===== src/rtl/occ_pkg.sv =====
// Shared types, constants and width helper for the occupancy counter.
package occ_pkg;

  localparam int unsigned DEFAULT_TICK_DIV = 30000;

  // Index over doors; wide enough for any realistic door count.
  typedef int unsigned door_idx_t;

  // Bits needed to hold the values 0..n-1 (at least one bit).
  function automatic int unsigned cnt_width(input int unsigned n);
    return (n < 2) ? 1 : $clog2(n);
  endfunction

endpackage


===== src/rtl/occ_debounce.sv =====
// One sensor line: two-flop synchroniser, tick-sampled debouncer and a
// one-clk pulse on each debounced high-to-low (activation) transition.
module occ_debounce
  import occ_pkg::*;
#(
  parameter int unsigned DEBOUNCE_TICKS = 4
) (
  input  logic clk,
  input  logic rst,
  input  logic raw_n,
  input  logic tick,
  output logic fall
);

  localparam int unsigned SW = cnt_width(DEBOUNCE_TICKS);
  localparam logic [SW-1:0] StabLast = SW'(DEBOUNCE_TICKS - 1);

  logic [1:0]    sync_q, sync_d;
  logic          level_q, level_d;
  logic [SW-1:0] stab_q, stab_d;

  // Synchronise, then on each tick count how long the line has disagreed
  // with the debounced level; flip once it has disagreed long enough.
  always_comb begin
    sync_d  = {sync_q[0], raw_n};
    level_d = level_q;
    stab_d  = stab_q;
    fall    = 1'b0;
    if (tick) begin
      if (sync_q[1] != level_q) begin
        if (stab_q == StabLast) begin
          level_d = ~level_q;
          stab_d  = '0;
          // Only activation (1 -> 0) is an event; release is silent.
          fall    = level_q;
        end else begin
          stab_d = stab_q + SW'(1);
        end
      end else begin
        stab_d = '0;
      end
    end
  end

  // State registers; everything idles at the inactive (high) level.
  always_ff @(posedge clk) begin
    if (rst) begin
      sync_q  <= 2'b11;
      level_q <= 1'b1;
      stab_q  <= '0;
    end else begin
      sync_q  <= sync_d;
      level_q <= level_d;
      stab_q  <= stab_d;
    end
  end

endmodule


===== src/rtl/occupancy_counter.sv =====
// Multi-door occupancy counter: tick divider, per-line debouncers, event
// summation and a saturating up/down count with registered full/empty flags.
// Optional sticky overflow/underflow outputs when OCC_STICKY_ERR_EN is defined.
module occupancy_counter
  import occ_pkg::*;
#(
  parameter int unsigned WIDTH          = 8,
  parameter int unsigned MAX_COUNT      = 255,
  parameter int unsigned NUM_DOORS      = 2,
  parameter int unsigned TICK_DIV       = DEFAULT_TICK_DIV,
  parameter int unsigned DEBOUNCE_TICKS = 4
) (
  input  logic                 clk,
  input  logic                 rst,
  input  logic [NUM_DOORS-1:0] entry_n,
  input  logic [NUM_DOORS-1:0] exit_n,
  input  logic                 clr,
  input  logic [WIDTH-1:0]     capacity,
  output logic [WIDTH-1:0]     count,
  output logic                 full,
  output logic                 empty,
  output logic                 evt_in,
  output logic                 evt_out
`ifdef OCC_STICKY_ERR_EN
  ,
  output logic                 ovf_err,
  output logic                 unf_err
`endif
);

  localparam int unsigned DW = cnt_width(TICK_DIV);
  localparam int unsigned NW = cnt_width(NUM_DOORS + 1);
  // Signed intermediate wide enough for count + NUM_DOORS and for -NUM_DOORS.
  localparam int unsigned SW = WIDTH + NW + 1;
  localparam logic [DW-1:0]        DivLast  = DW'(TICK_DIV - 1);
  localparam logic [WIDTH-1:0]     MaxCount = WIDTH'(MAX_COUNT);
  localparam logic signed [SW-1:0] MaxSum   = SW'(MAX_COUNT);

  logic [DW-1:0]        div_q, div_d;
  logic                 tick;
  logic [NUM_DOORS-1:0] entry_ev, exit_ev;
  logic [NW-1:0]        n_in, n_out;
  logic signed [SW-1:0] sum;
  logic                 over, under;
  logic [WIDTH-1:0]     clamped;

  logic [WIDTH-1:0]     count_q, count_d;
  logic                 full_q, full_d;
  logic                 empty_q, empty_d;
  logic                 evt_in_q, evt_in_d;
  logic                 evt_out_q, evt_out_d;

  // Sample tick divider: one-clk tick at the last divider value.
  always_comb begin
    tick  = (div_q == DivLast);
    div_d = tick ? '0 : div_q + DW'(1);
  end

  for (genvar g = 0; g < NUM_DOORS; g++) begin : g_door
    occ_debounce #(
      .DEBOUNCE_TICKS(DEBOUNCE_TICKS)
    ) u_entry (
      .clk  (clk),
      .rst  (rst),
      .raw_n(entry_n[g]),
      .tick (tick),
      .fall (entry_ev[g])
    );

    occ_debounce #(
      .DEBOUNCE_TICKS(DEBOUNCE_TICKS)
    ) u_exit (
      .clk  (clk),
      .rst  (rst),
      .raw_n(exit_n[g]),
      .tick (tick),
      .fall (exit_ev[g])
    );
  end

  // Count events, net entries against exits, then clamp to 0..MAX_COUNT.
  always_comb begin
    n_in  = '0;
    n_out = '0;
    for (door_idx_t i = 0; i < NUM_DOORS; i++) begin
      n_in  = n_in + NW'(entry_ev[i]);
      n_out = n_out + NW'(exit_ev[i]);
    end
    sum = $signed({{(NW + 1){1'b0}}, count_q})
        + $signed({{(WIDTH + 1){1'b0}}, n_in})
        - $signed({{(WIDTH + 1){1'b0}}, n_out});
    under = sum[SW-1];
    over  = !under && (sum > MaxSum);
    if (under) begin
      clamped = '0;
    end else if (over) begin
      clamped = MaxCount;
    end else begin
      clamped = sum[WIDTH-1:0];
    end
  end

  // Next count, event pulses and flags; clr wins over a coincident update.
  always_comb begin
    count_d   = clr ? '0 : clamped;
    evt_in_d  = (n_in != '0);
    evt_out_d = (n_out != '0);
    full_d    = (count_q >= capacity);
    empty_d   = (count_q == '0);
  end

  // Main state registers.
  always_ff @(posedge clk) begin
    if (rst) begin
      div_q     <= '0;
      count_q   <= '0;
      full_q    <= 1'b0;
      empty_q   <= 1'b1;
      evt_in_q  <= 1'b0;
      evt_out_q <= 1'b0;
    end else begin
      div_q     <= div_d;
      count_q   <= count_d;
      full_q    <= full_d;
      empty_q   <= empty_d;
      evt_in_q  <= evt_in_d;
      evt_out_q <= evt_out_d;
    end
  end

  assign count   = count_q;
  assign full    = full_q;
  assign empty   = empty_q;
  assign evt_in  = evt_in_q;
  assign evt_out = evt_out_q;

`ifdef OCC_STICKY_ERR_EN
  logic ovf_q, ovf_d;
  logic unf_q, unf_d;

  // Sticky clamp indicators; cleared together with the count.
  always_comb begin
    ovf_d = clr ? 1'b0 : (ovf_q | over);
    unf_d = clr ? 1'b0 : (unf_q | under);
  end

  // Error flag registers.
  always_ff @(posedge clk) begin
    if (rst) begin
      ovf_q <= 1'b0;
      unf_q <= 1'b0;
    end else begin
      ovf_q <= ovf_d;
      unf_q <= unf_d;
    end
  end

  assign ovf_err = ovf_q;
  assign unf_err = unf_q;
`endif

endmodule


===== config.mk =====
export PLATFORM = sky130hd
export DESIGN_NAME = occupancy_counter
export DESIGN_NICKNAME = d
export VERILOG_FILES = /design/src/rtl/occ_pkg.sv /design/src/rtl/occ_debounce.sv /design/src/rtl/occupancy_counter.sv
export SDC_FILE = /design/constraint.sdc
export NUM_CORES = 1
export LEC_CHECK = 0
export ABC_AREA = 1
export BUFFER_PORTS_ARGS = -buffer_cell sky130_fd_sc_hd__buf_2
export CORE_MARGIN = 4
export CORE_UTILIZATION = 35
export DETAILED_ROUTE_END_ITERATION = 16
export PLACE_DENSITY = 0.6
export SLEW_MARGIN = 20
export SYNTH_ARGS = -nofsm -noshare
export SYNTH_HDL_FRONTEND = slang
export SYNTH_SLANG_ARGS = --single-unit

===== constraint.sdc =====
create_clock -name clk -period 5.2 [get_ports clk]
set_clock_uncertainty 0.1 [all_clocks]
set_input_delay 0.78 -clock clk [delete_from_list [all_inputs] [get_ports clk]]
set_output_delay 0.78 -clock clk [all_outputs]
set_load 0.03 [all_outputs]

==> results of run 1 <==
## path summary, 6_finish.rpt
check / start / slack [ns] / endpoint / depth (start not counted)
setup / recovery: div_q[0] / 1.37 / count[2] / 21
setup reg to reg: div_q[0] / 1.37 / count[2] / 21
hold reg to reg: g_door[0].u_entry.sync_q[0] / 0.31 / g_door[0].u_entry.sync_q[1] / 1
hold / removal: g_door[0].u_entry.sync_q[0] / 0.31 / g_door[0].u_entry.sync_q[1] / 1
## placed cells by master, fill, tap and decap left out, drive strengths merged
| cell | Yosys | final |
|---|---|---|
| or2 | 9 | 9 |
| clkinv | 0 | 1 |
| nand3b | 2 | 2 |
| nor3 | 8 | 8 |
| nand4 | 7 | 7 |
| nor2 | 26 | 26 |
| a21o | 1 | 1 |
| clkinvlp | 0 | 1 |
| inv | 74 | 74 |
| o211ai | 2 | 2 |
| o21bai | 1 | 1 |
| a21oi | 23 | 23 |
| nor3b | 2 | 2 |
| xnor2 | 6 | 6 |
| buf | 1 | 26 |
| o2111ai | 1 | 1 |
| o22ai | 4 | 4 |
| xor2 | 4 | 4 |
| clkbuf | 2 | 6 |
| fa | 2 | 2 |
| ha | 30 | 30 |
| dfxtp | 47 | 47 |
| nand2 | 68 | 68 |
| o21ai | 10 | 10 |
| nand3 | 25 | 25 |
## synthesized netlist by cell type
cell type and count:
inv_1 73, nand2_1 66, dfxtp_1 47, ha_1 30, nor2_1 25, a21oi_1 23
nand3_1 21, or2_2 9, nand4_1 7, nor3_1 6, o21ai_0 6, xnor2_1 6
nand3_2 4, o21ai_1 4, o22ai_1 4, xor2_1 4, clkbuf_1 2, fa_1 2
nand3b_1 2, nor3b_1 2, o211ai_1 2, a21o_1 1, buf_4 1, inv_2 1
nand2_2 1, nand2_4 1, nor2_2 1, nor3_2 1, nor3_4 1, o2111ai_1 1
o21bai_1 1
## cells by family after synthesis
kind of cell    count (synthesis)  share of synthesized area [%]
simple gates                  147                           26.2
compound gates                 42                           8.60
flops                          47                           35.3
xor+xnor                       10                           3.29
buf+inv                        77                           11.0
fa+ha+maj                      32                           15.6
## state kept, by name, summed over array words and instances (netlist names)
register / count
count: 8
g_door.u_entry.level_q: 2
g_door.u_exit.level_q: 2
g_door.u_entry.sync_q: 4
g_door.u_entry.stab_q: 4
g_door.u_exit.sync_q: 4
empty: 1
evt_out: 1
evt_in: 1
div_q: 15
g_door.u_exit.stab_q: 4
full: 1
## power by group
part | internal [W] | switching [W] | leakage, nW
Sequential | 0.000364 | 0.00000224 | 0.381
Combinational | 0.0000115 | 0.0000143 | 1.02
Clock | 0.0000941 | 0.000118 | 0.0412
Total | 0.000470 | 0.000135 | 1.44
## metrics by stage
step / setup WS (ns) / hold slack, ns
2_1_floorplan: 1.76 / 0.289
3_3_place_gp: 1.55 / 0.292
3_5_place_dp: 1.43 / 0.296
4_1_cts: 1.35 / 0.317
5_1_grt: 0.995 / 0.335
6_report: 1.37 / 0.314
## critical path, stage by stage (launching register included)
cell,delay (ns)
dfxtp_1,0.37
ha_1,0.21
nand3_2,0.16
nor2_2,0.12
inv_2,0.06
nor3_4,0.39
nand3_1,0.20
ha_1,0.32
inv_1,0.04
ha_1,0.26
inv_1,0.06
ha_1,0.19
inv_1,0.07
fa_1,0.39
nand3b_1,0.17
nand2_1,0.11
nand2_1,0.08
nand2_1,0.06
nand2_1,0.05
nand2_1,0.08
nand2_1,0.13
a21oi_1,0.15
## area by class of cell
| type | instances | area [µm²] |
|---|---|---|
| repair buffers | 26 | 130 |
| inverters | 74 | 278 |
| multi-input cells | 231 | 1430 |
| clock buffers | 6 | 72.6 |
| fillers | 750 | 4340 |
| well taps | 99 | 124 |
| flip-flops and latches | 47 | 941 |
| clock inverters | 2 | 12.5 |
## per-layer routing
metal	vias up	wire length, µm
met5	-	0
met4	0	70
met3	8	172
met2	31	2390
met1	994	2410
li1	1183	-
==> impl_metrics.toml, run 1 <==
[worst_hold_path]
hp-class = "reg -> reg"

[sta]
finalMaxSlewViolations = 0
fmax_mhz = 261
setup_violations = 0
hold_viol = 0
finalCriticalPeriod_ns = 3.83
slew_headroom_pct = 60.3
tightest_slew_ns = 0.595
period_share_pct = 73.6
tns_ns = 0
rsz0062_at_grt = "no"

[logic_synthesis]
synth_nets = 402
synth_area_um2 = 2660
ys_seq_area_share_pct = 35.3
yosys-top-cells-area = "dfxtp_1 (35%), ha_1 (14%), inv_1 (10%)"
yosysTopAreaCellShare_pct = 35.3
yosysTopAreaCell = "dfxtp_1"
synth_cell_types = 31
ys_seq_elements = 47
synth_warnings = 0
syn_inst = 355
avgSynthCellArea_um2 = 7.50

[clock_tree]
cts_made_buffers = 5
ctsHoldBuffers = 0
cts_buffer_depth = 2
cts_setup_buffers = 0
cts_root_buf = "clkbuf_8"
cts_tree = "yes"
cts_resized = 0
path_clk_slew_ns = 0.09
cts_max_level = 2
cts_sinks = 47
clock_latency_ns = 0.30

[floorplan]
core_um2 = 7330
rows = 31
dieWidth_um = 95.2
io_pins = 27
start_util_pct = 36.3
die_area_um2 = 9070
die_y_um = 95.2

[global_routing]
grt_use_met2_pct = 21.2
grt_overflow = 0
top_usage_layer = "met2"
grt_max_degree = 18
first_global_vias = 2114
grt_pass1_wl_um = 9050
grt_use_met3_pct = 2.68
antenna_found_initial = 0
grt.met1_usage_pct = 15.6
globalRouteTotalUtil_pct = 12.4

[outcome]
status = "complete, no violations"

[detailed_routing]
totalWireLength_um = 5040
wl_per_cell_um = 10.4
drc = 0
first_pass_iters = 6
vias = 2216
viasPerCell = 4.57
drtAntennaViolNets = 0
drt_iter0_markers = 64

[critical_path]
cp.arrival_ns = 3.95
worstPathMaxFanout = 8
worstSetupEndpointType = "flip-flop"
critical_path_required_ns = 5.32
cp-start-kind = "flip-flop"
worstSetupPathType = "reg -> reg"

[pwr]
power-per-cell-area_nw_per_um2 = 203
ir_drop_mv = 0.123
finalPower_w = 0.000605
p_leak_nw = 1.44

[cells_and_area]
syn2layout_area_growth_pct = 12.2
final_core_util_pct = 40.7
finish.net_count = 432
drive_gt1_share_pct = 13.5
final_cell_count_no_fill = 485
antenna_cells = 0
finalInstanceArea_um2 = 2990

[placed_design]
place_inst = 477
place.gp.congestion = 0.821
placed_cell_area_um2 = 2900
io_buffers = 26
dp_hpwl_um = 3970

[job]
maxCapViolCount = 0
Note: power is estimated with default switching activity, not from simulation.
==> run 2: changes to the inputs <==
Settings changed: ABC_AREA 1 to 0.
Clock period 5.2 ns to 3.95 ns, I/O delays scaled along.
==> run 2 against run 1 <==
Net effect:
- non-clock buffer count is 18 higher
- utilization is 2.2 points higher
- power up 140%
- critical path depth down 6
- sequential cell count unchanged
- critical path type unchanged
- area after synthesis decreased by 2.1%
- routed wire length increased by 0.87%
- count of clock-buffer cells in the layout increased by 1
- first-iteration DRC count increased by 9.4%
==> impl_metrics.toml, run 2 <==
[critical_path]
worstSetupPathType = "reg -> reg"
cpMostUsedCell = "ha_4"
crit_cells = 15
cp.arrival_ns = 3.99
cp_slowest_cell = "or4b_4"
slowest_delay_ns = 0.55
path_delay_family = "simple AND/OR/NAND/NOR gates"
ff2ff_setup_slack_ns = 0.06
worstPathMaxFanout = 6
r2r_end = "count[7]"
critical_path_required_ns = 4.04
r2r_start = "div_q[7]"
cp-start-kind = "flip-flop"
r2r_cells = 15
crit_chain = "or4b_4 > nor4_4 > buf_12 > nand4b_1 > ha_1 > ha_4 > inv_4 > ha_4 > inv_2 > fa_2 > nor2b_2 > o2111ai_2 > mux2i_1 > nor2_2 > a2111oi_2"
path_buf_inv = 3
worstSetupEndpointType = "flip-flop"

[logic_synthesis]
yosys-top-cells-count = "dfxtp_1 (47), ha_1 (30), inv_1 (29)"
synth_cell_types = 45
yosys.cell_count.top_type = "dfxtp_1"
synth_ff_type = "dfxtp_1"
synth_edf_count = 0
synth_nets = 333
ys_seq_elements = 47
synth_area_um2 = 2610
synth_warnings = 0
avgSynthCellArea_um2 = 9.11
yosys-top-cells-area = "dfxtp_1 (36%), ha_1 (14%), a21oi_1 (4.6%)"
yosysTopAreaCell = "dfxtp_1"
ys_seq_area_share_pct = 36.1
syn_inst = 286
yosysTopAreaCellShare_pct = 36.1
postSynth.asyncResetShare_pct = 0

[worst_hold_path]
hp-class = "reg -> reg"
hold_end = "g_door[0].u_entry.sync_q[1]"
hold_depth = 1
min_from = "g_door[0].u_entry.sync_q[0]"

[sta]
finalMaxSlewViolations = 0
tns_ns = 0
worst_hold_slack_ns = 0.311
rsz0062_at_grt = "yes"
finalCriticalPeriod_ns = 3.89
setup_violations = 0
tightest_slew_ns = 0.600
slew_headroom_pct = 60.0
period_share_pct = 98.6
fmax_mhz = 257
hold_viol = 0

[cells_and_area]
drive_gt1_share_pct = 25.3
regMostFlops = "div_q"
largest_reg_flops = 15
mostFrequentLayoutCells = "dfxtp_1 (45), ha_1 (27), nor2_1 (26), buf_2 (26), inv_1 (25)"
finalInstanceArea_um2 = 3110
multi_input_area_um2 = 1560
fillers = 731
sequential_cell_area_um2 = 943
antenna_cells = 0
finish.net_count = 378
syn2layout_area_growth_pct = 19.4
final_common_cell = "dfxtp_1"

[clock_tree]
cts_root_buf = "clkbuf_8"
cts_sinks = 47
cts_max_level = 2
ctsHoldBuffers = 0
cts_made_buffers = 5
path_clk_slew_ns = 0.09
cts_buffer_depth = 2
cts_tree = "yes"
clock_latency_ns = 0.30

[pwr]
swShare_pct = 36.0
power-per-cell-area_nw_per_um2 = 461
ir_drop_mv = 0.181
p_seq_share_pct = 37.1
clkPwrFrac_pct = 19.6
p_int_w = 0.000919
finalPower_w = 0.00143
p_comb_share_pct = 43.4
power.switching_w = 0.000516
p_leak_nw = 1.37

[detailed_routing]
drt_iter0_markers = 70
vias = 2029
drtAntennaViolNets = 0
totalWireLength_um = 5090
drc = 0
first_pass_iters = 4
wl_per_cell_um = 11.8
viasPerCell = 4.71

[outcome]
status = "complete, no violations"

[floorplan]
io_pins = 27
dieWidth_um = 94.3
core_um2 = 7250
start_util_pct = 35.9
die_area_um2 = 8890
rows = 31
die_y_um = 94.3

[global_routing]
antenna_found_initial = 0
grt_pass1_wl_um = 8450
first_global_vias = 1922
grt_overflow = 0
grt_max_degree = 28
globalRouteTotalUtil_pct = 12.0

[placed_design]
io_buffers = 26
placed_cell_area_um2 = 2900
dp_hpwl_um = 3750
place.gp.congestion = 0.797

[job]
maxCapViolCount = 0
-- run 2: cell types whose count changed after synthesis, moves of 5 or more --
cell	delta
and3_1	+5
nand4_1	-5
nor2b_1	+6
nand2_1	-48
xor2_1	+6
inv_1	-44
nand3_1	-14
-- run 2: worst max path at each step --
| stage | slack [ns] | startpoint | endpoint |
|---|---|---|---|
| 2_1_floorplan | 0.05 | div_q[0] | count[7] |
| 3_3_place_gp | 0.07 | div_q[11] | count[7] |
| 3_5_place_dp | -0.09 | div_q[1] | count[7] |
| 4_1_cts | 0.002 | div_q[11] | count[7] |
| 5_1_grt | -0.17 | div_q[7] | count[7] |
| 6_report | 0.06 | div_q[7] | count[7] |
-- run 2: layout make-up --
type / count / share of cell area, %
clock buffers: 7 / 2.45
multi-input cells: 204 / 50.2
inverters: 29 / 3.58
clock inverters: 1 / 0.161
well taps: 99 / 3.98
flip-flops and latches: 47 / 30.3
repair buffers: 44 / 9.32
-- run 2: metrics by stage --
step,cells,worst slack [ns],utilization [%]
2_1_floorplan,286,0.0507,-
3_3_place_gp,415,0.0703,40.0
3_5_place_dp,415,-0.0862,40.0
4_1_cts,427,0.00155,41.8
5_1_grt,431,-0.168,42.9
6_report,431,0.0550,42.9
-- run 2: layer usage --
layer  routed length (µm)  up-vias  global-route usage (%)
li1                     -     1071                       -
met1                 2540      924                    15.3
met2                 2290       25                    19.2
met3                  189        9                    3.85
met4                   68        0                    3.73
met5                    0        -                       0
-- run 2: cell families (layout without fill, tap and decap cells) --
| kind of cell | count (synthesis) | in the layout | share of synthesized area [%] |
|---|---|---|---|
| and+or+nand+nor | 105 | 105 | 24.0 |
| AOI/OAI and AO/OA | 48 | 48 | 11.5 |
| DFF | 47 | 47 | 36.1 |
| buffers and inverters | 35 | 81 | 6.10 |
| adders and majority gates | 32 | 32 | 15.9 |
| xor gates and xnor gates | 18 | 18 | 6.05 |
| muxes | 1 | 1 | 0.384 |
-- run 2: power groups by stage --
stage | clock (W) | combinational, W | sequential [W]
after floorplan | 0 | 0.000330 | 0.000584
after global placement | 0 | 0.000483 | 0.000542
after detailed placement | 0 | 0.000492 | 0.000544
after CTS | 0.000293 | 0.000565 | 0.000533
after global routing | 0.000316 | 0.000684 | 0.000539
final | 0.000281 | 0.000622 | 0.000532
-- run 2: timing repair --
item	CTS	global route
setup buffers	4	5
setup endpoints to repair	7	8
gates cloned	0	0
resized for setup	6	15
pin swaps	3	11
==> run 3: changes to the inputs <==
Settings changed: GPL_TIMING_DRIVEN set to 0.
==> run 3 against run 2 <==
Net effect:
- first-iteration DRC count rose by 31%
- die area did not move
- critical path depth did not move
- sequential power barely moved
- routed wire length rose by 3.4%
- design area fell by 0.64%
- via count fell by 0.54%
- setup slack got worse by 0.028 ns
- critical path type unchanged
- largest cell class unchanged
- highest routed layer unchanged
==> impl_metrics.toml, run 3 (synthesis results as in run 2) <==
[global_routing]
globalRouteTotalUtil_pct = 13.1
first_global_vias = 2029
grt_max_degree = 16
antenna_found_initial = 0
grt_overflow = 0
grt_pass1_wl_um = 9190

[cells_and_area]
finish.net_count = 374
fillers = 733
mostFrequentLayoutCells = "dfxtp_1 (43), ha_1 (29), inv_1 (27), buf_2 (27), nor2_1 (26)"
antenna_cells = 0
syn2layout_area_growth_pct = 18.7
regMostFlops = "div_q"
largest_reg_flops = 15
drive_gt1_share_pct = 25.3
final_cell_count_no_fill = 427
final_common_cell = "dfxtp_1"

[detailed_routing]
drtAntennaViolNets = 0
vias = 2018
wl_per_cell_um = 12.3
drt_iter0_markers = 92
drc = 0
totalWireLength_um = 5260
first_pass_iters = 4
viasPerCell = 4.73

[placed_design]
io_buffers = 25
dp_hpwl_um = 3760
place_inst = 410
place.gp.congestion = 0.743

[critical_path]
r2r_end = "count[7]"
cpMostUsedCell = "inv_1"
cp_slowest_cell = "or4b_4"
worstPathMaxFanout = 5
crit_path_start = "div_q[11]"
cp-endpoint = "count[7]"
path_buf_inv = 4
slowest_delay_ns = 0.56
crit_chain = "or4b_4 > nor4_4 > buf_6 > nand4b_1 > inv_1 > ha_1 > inv_1 > fa_1 > inv_2 > fa_2 > nor2b_4 > o2111ai_2 > mux2i_2 > nor2_4 > a2111oi_4"
worstSetupEndpointType = "flip-flop"
ff2ff_setup_slack_ns = 0.03
r2r_start = "div_q[11]"
cp-start-kind = "flip-flop"
crit_cells = 15
path_delay_family = "simple AND/OR/NAND/NOR gates"
worstSetupPathType = "reg -> reg"
critical_path_required_ns = 4.06
cp.arrival_ns = 4.03
r2r_cells = 15

[sta]
tns_ns = 0
fmax_mhz = 255
finalMaxSlewViolations = 0
slew_headroom_pct = 65.7
worst_hold_slack_ns = 0.315
rsz0062_at_grt = "yes"
period_share_pct = 99.3
hold_viol = 0
setup_violations = 0
tightest_slew_ns = 0.514
finalCriticalPeriod_ns = 3.92

[clock_tree]
cts_buffer_depth = 2
ctsHoldBuffers = 0
cts_tree = "yes"
cts_made_buffers = 5
cts_root_buf = "clkbuf_8"
cts_max_level = 2
cts_sinks = 47
path_clk_slew_ns = 0.09
clock_latency_ns = 0.31

[worst_hold_path]
hp-class = "reg -> reg"

[floorplan]
dieWidth_um = 94.3
die_area_um2 = 8890
start_util_pct = 35.9
core_um2 = 7250
rows = 31
die_y_um = 94.3
io_pins = 27

[pwr]
ir_drop_mv = 0.169
power-per-cell-area_nw_per_um2 = 474
p_leak_nw = 1.35
finalPower_w = 0.00147

[outcome]
status = "complete, no violations"

[job]
maxCapViolCount = 0
-- run 3: changes by cell type in the layout (fill, tap and decap cells not counted), sizes merged --
| cell | previous run | this run |
|---|---|---|
| clkinvlp | 0 | 2 |
| buf | 44 | 38 |
-- run 3: area by class of cell --
type	instances	area, µm²	area share, %
buffer	6	56.3	1.82
tap	99	124	4.00
sequential	47	946	30.6
clock buffer	5	68.8	2.22
multi-input combinational	204	1580	50.9
clock inverter	3	20.0	0.647
inverter	29	109	3.52
timing repair buffer	34	194	6.27
-- run 3: metrics by stage --
step	area, µm²	worst slack (ns)	util (%)
6_report	3090	0.0267	42.6
5_1_grt	3090	-0.166	42.6
4_1_cts	3050	-0.0409	42.1
3_5_place_dp	2860	-0.688	39.4
3_3_place_gp	2860	-0.636	39.4
2_1_floorplan	2610	0.0507	-
-- run 3: power breakdown --
group | total (W) | switching (W) | internal (W)
Sequential | 0.000530 | 0.0000253 | 0.000505
Combinational | 0.000638 | 0.000365 | 0.000273
Clock | 0.000298 | 0.000174 | 0.000123
-- run 3: repair_timing --
action	CTS	global route
endpoints found under the setup margin	8	8
hold endpoints to repair	0	0
resized for setup	16	10
cloned	1	0
buffers inserted	8	0
pin swaps	10	11
-- run 3: how the worst min path moves through the flow --
stage / start / slack [ns] / endpoint / depth (start not counted)
6_report: g_door[0].u_entry.sync_q[0] / 0.32 / g_door[0].u_entry.sync_q[1] / 1
5_1_grt: g_door[0].u_entry.sync_q[0] / 0.34 / g_door[0].u_entry.sync_q[1] / 1
2_1_floorplan: g_door[0].u_entry.sync_q[0] / 0.29 / g_door[0].u_entry.sync_q[1] / 1
3_5_place_dp: g_door[0].u_entry.sync_q[0] / 0.29 / g_door[0].u_entry.sync_q[1] / 1
4_1_cts: g_door[0].u_entry.sync_q[0] / 0.32 / g_door[0].u_entry.sync_q[1] / 1
3_3_place_gp: g_door[0].u_entry.sync_q[0] / 0.29 / g_door[0].u_entry.sync_q[1] / 1
-- run 3: metal layers --
layer | global-route usage, % | vias to the layer above | routed length, µm
met2 | 20.7 | 22 | 2430
met5 | 0 | - | 0
met1 | 17.4 | 931 | 2600
li1 | - | 1059 | -
met3 | 2.72 | 6 | 164
met4 | 5.17 | 0 | 70
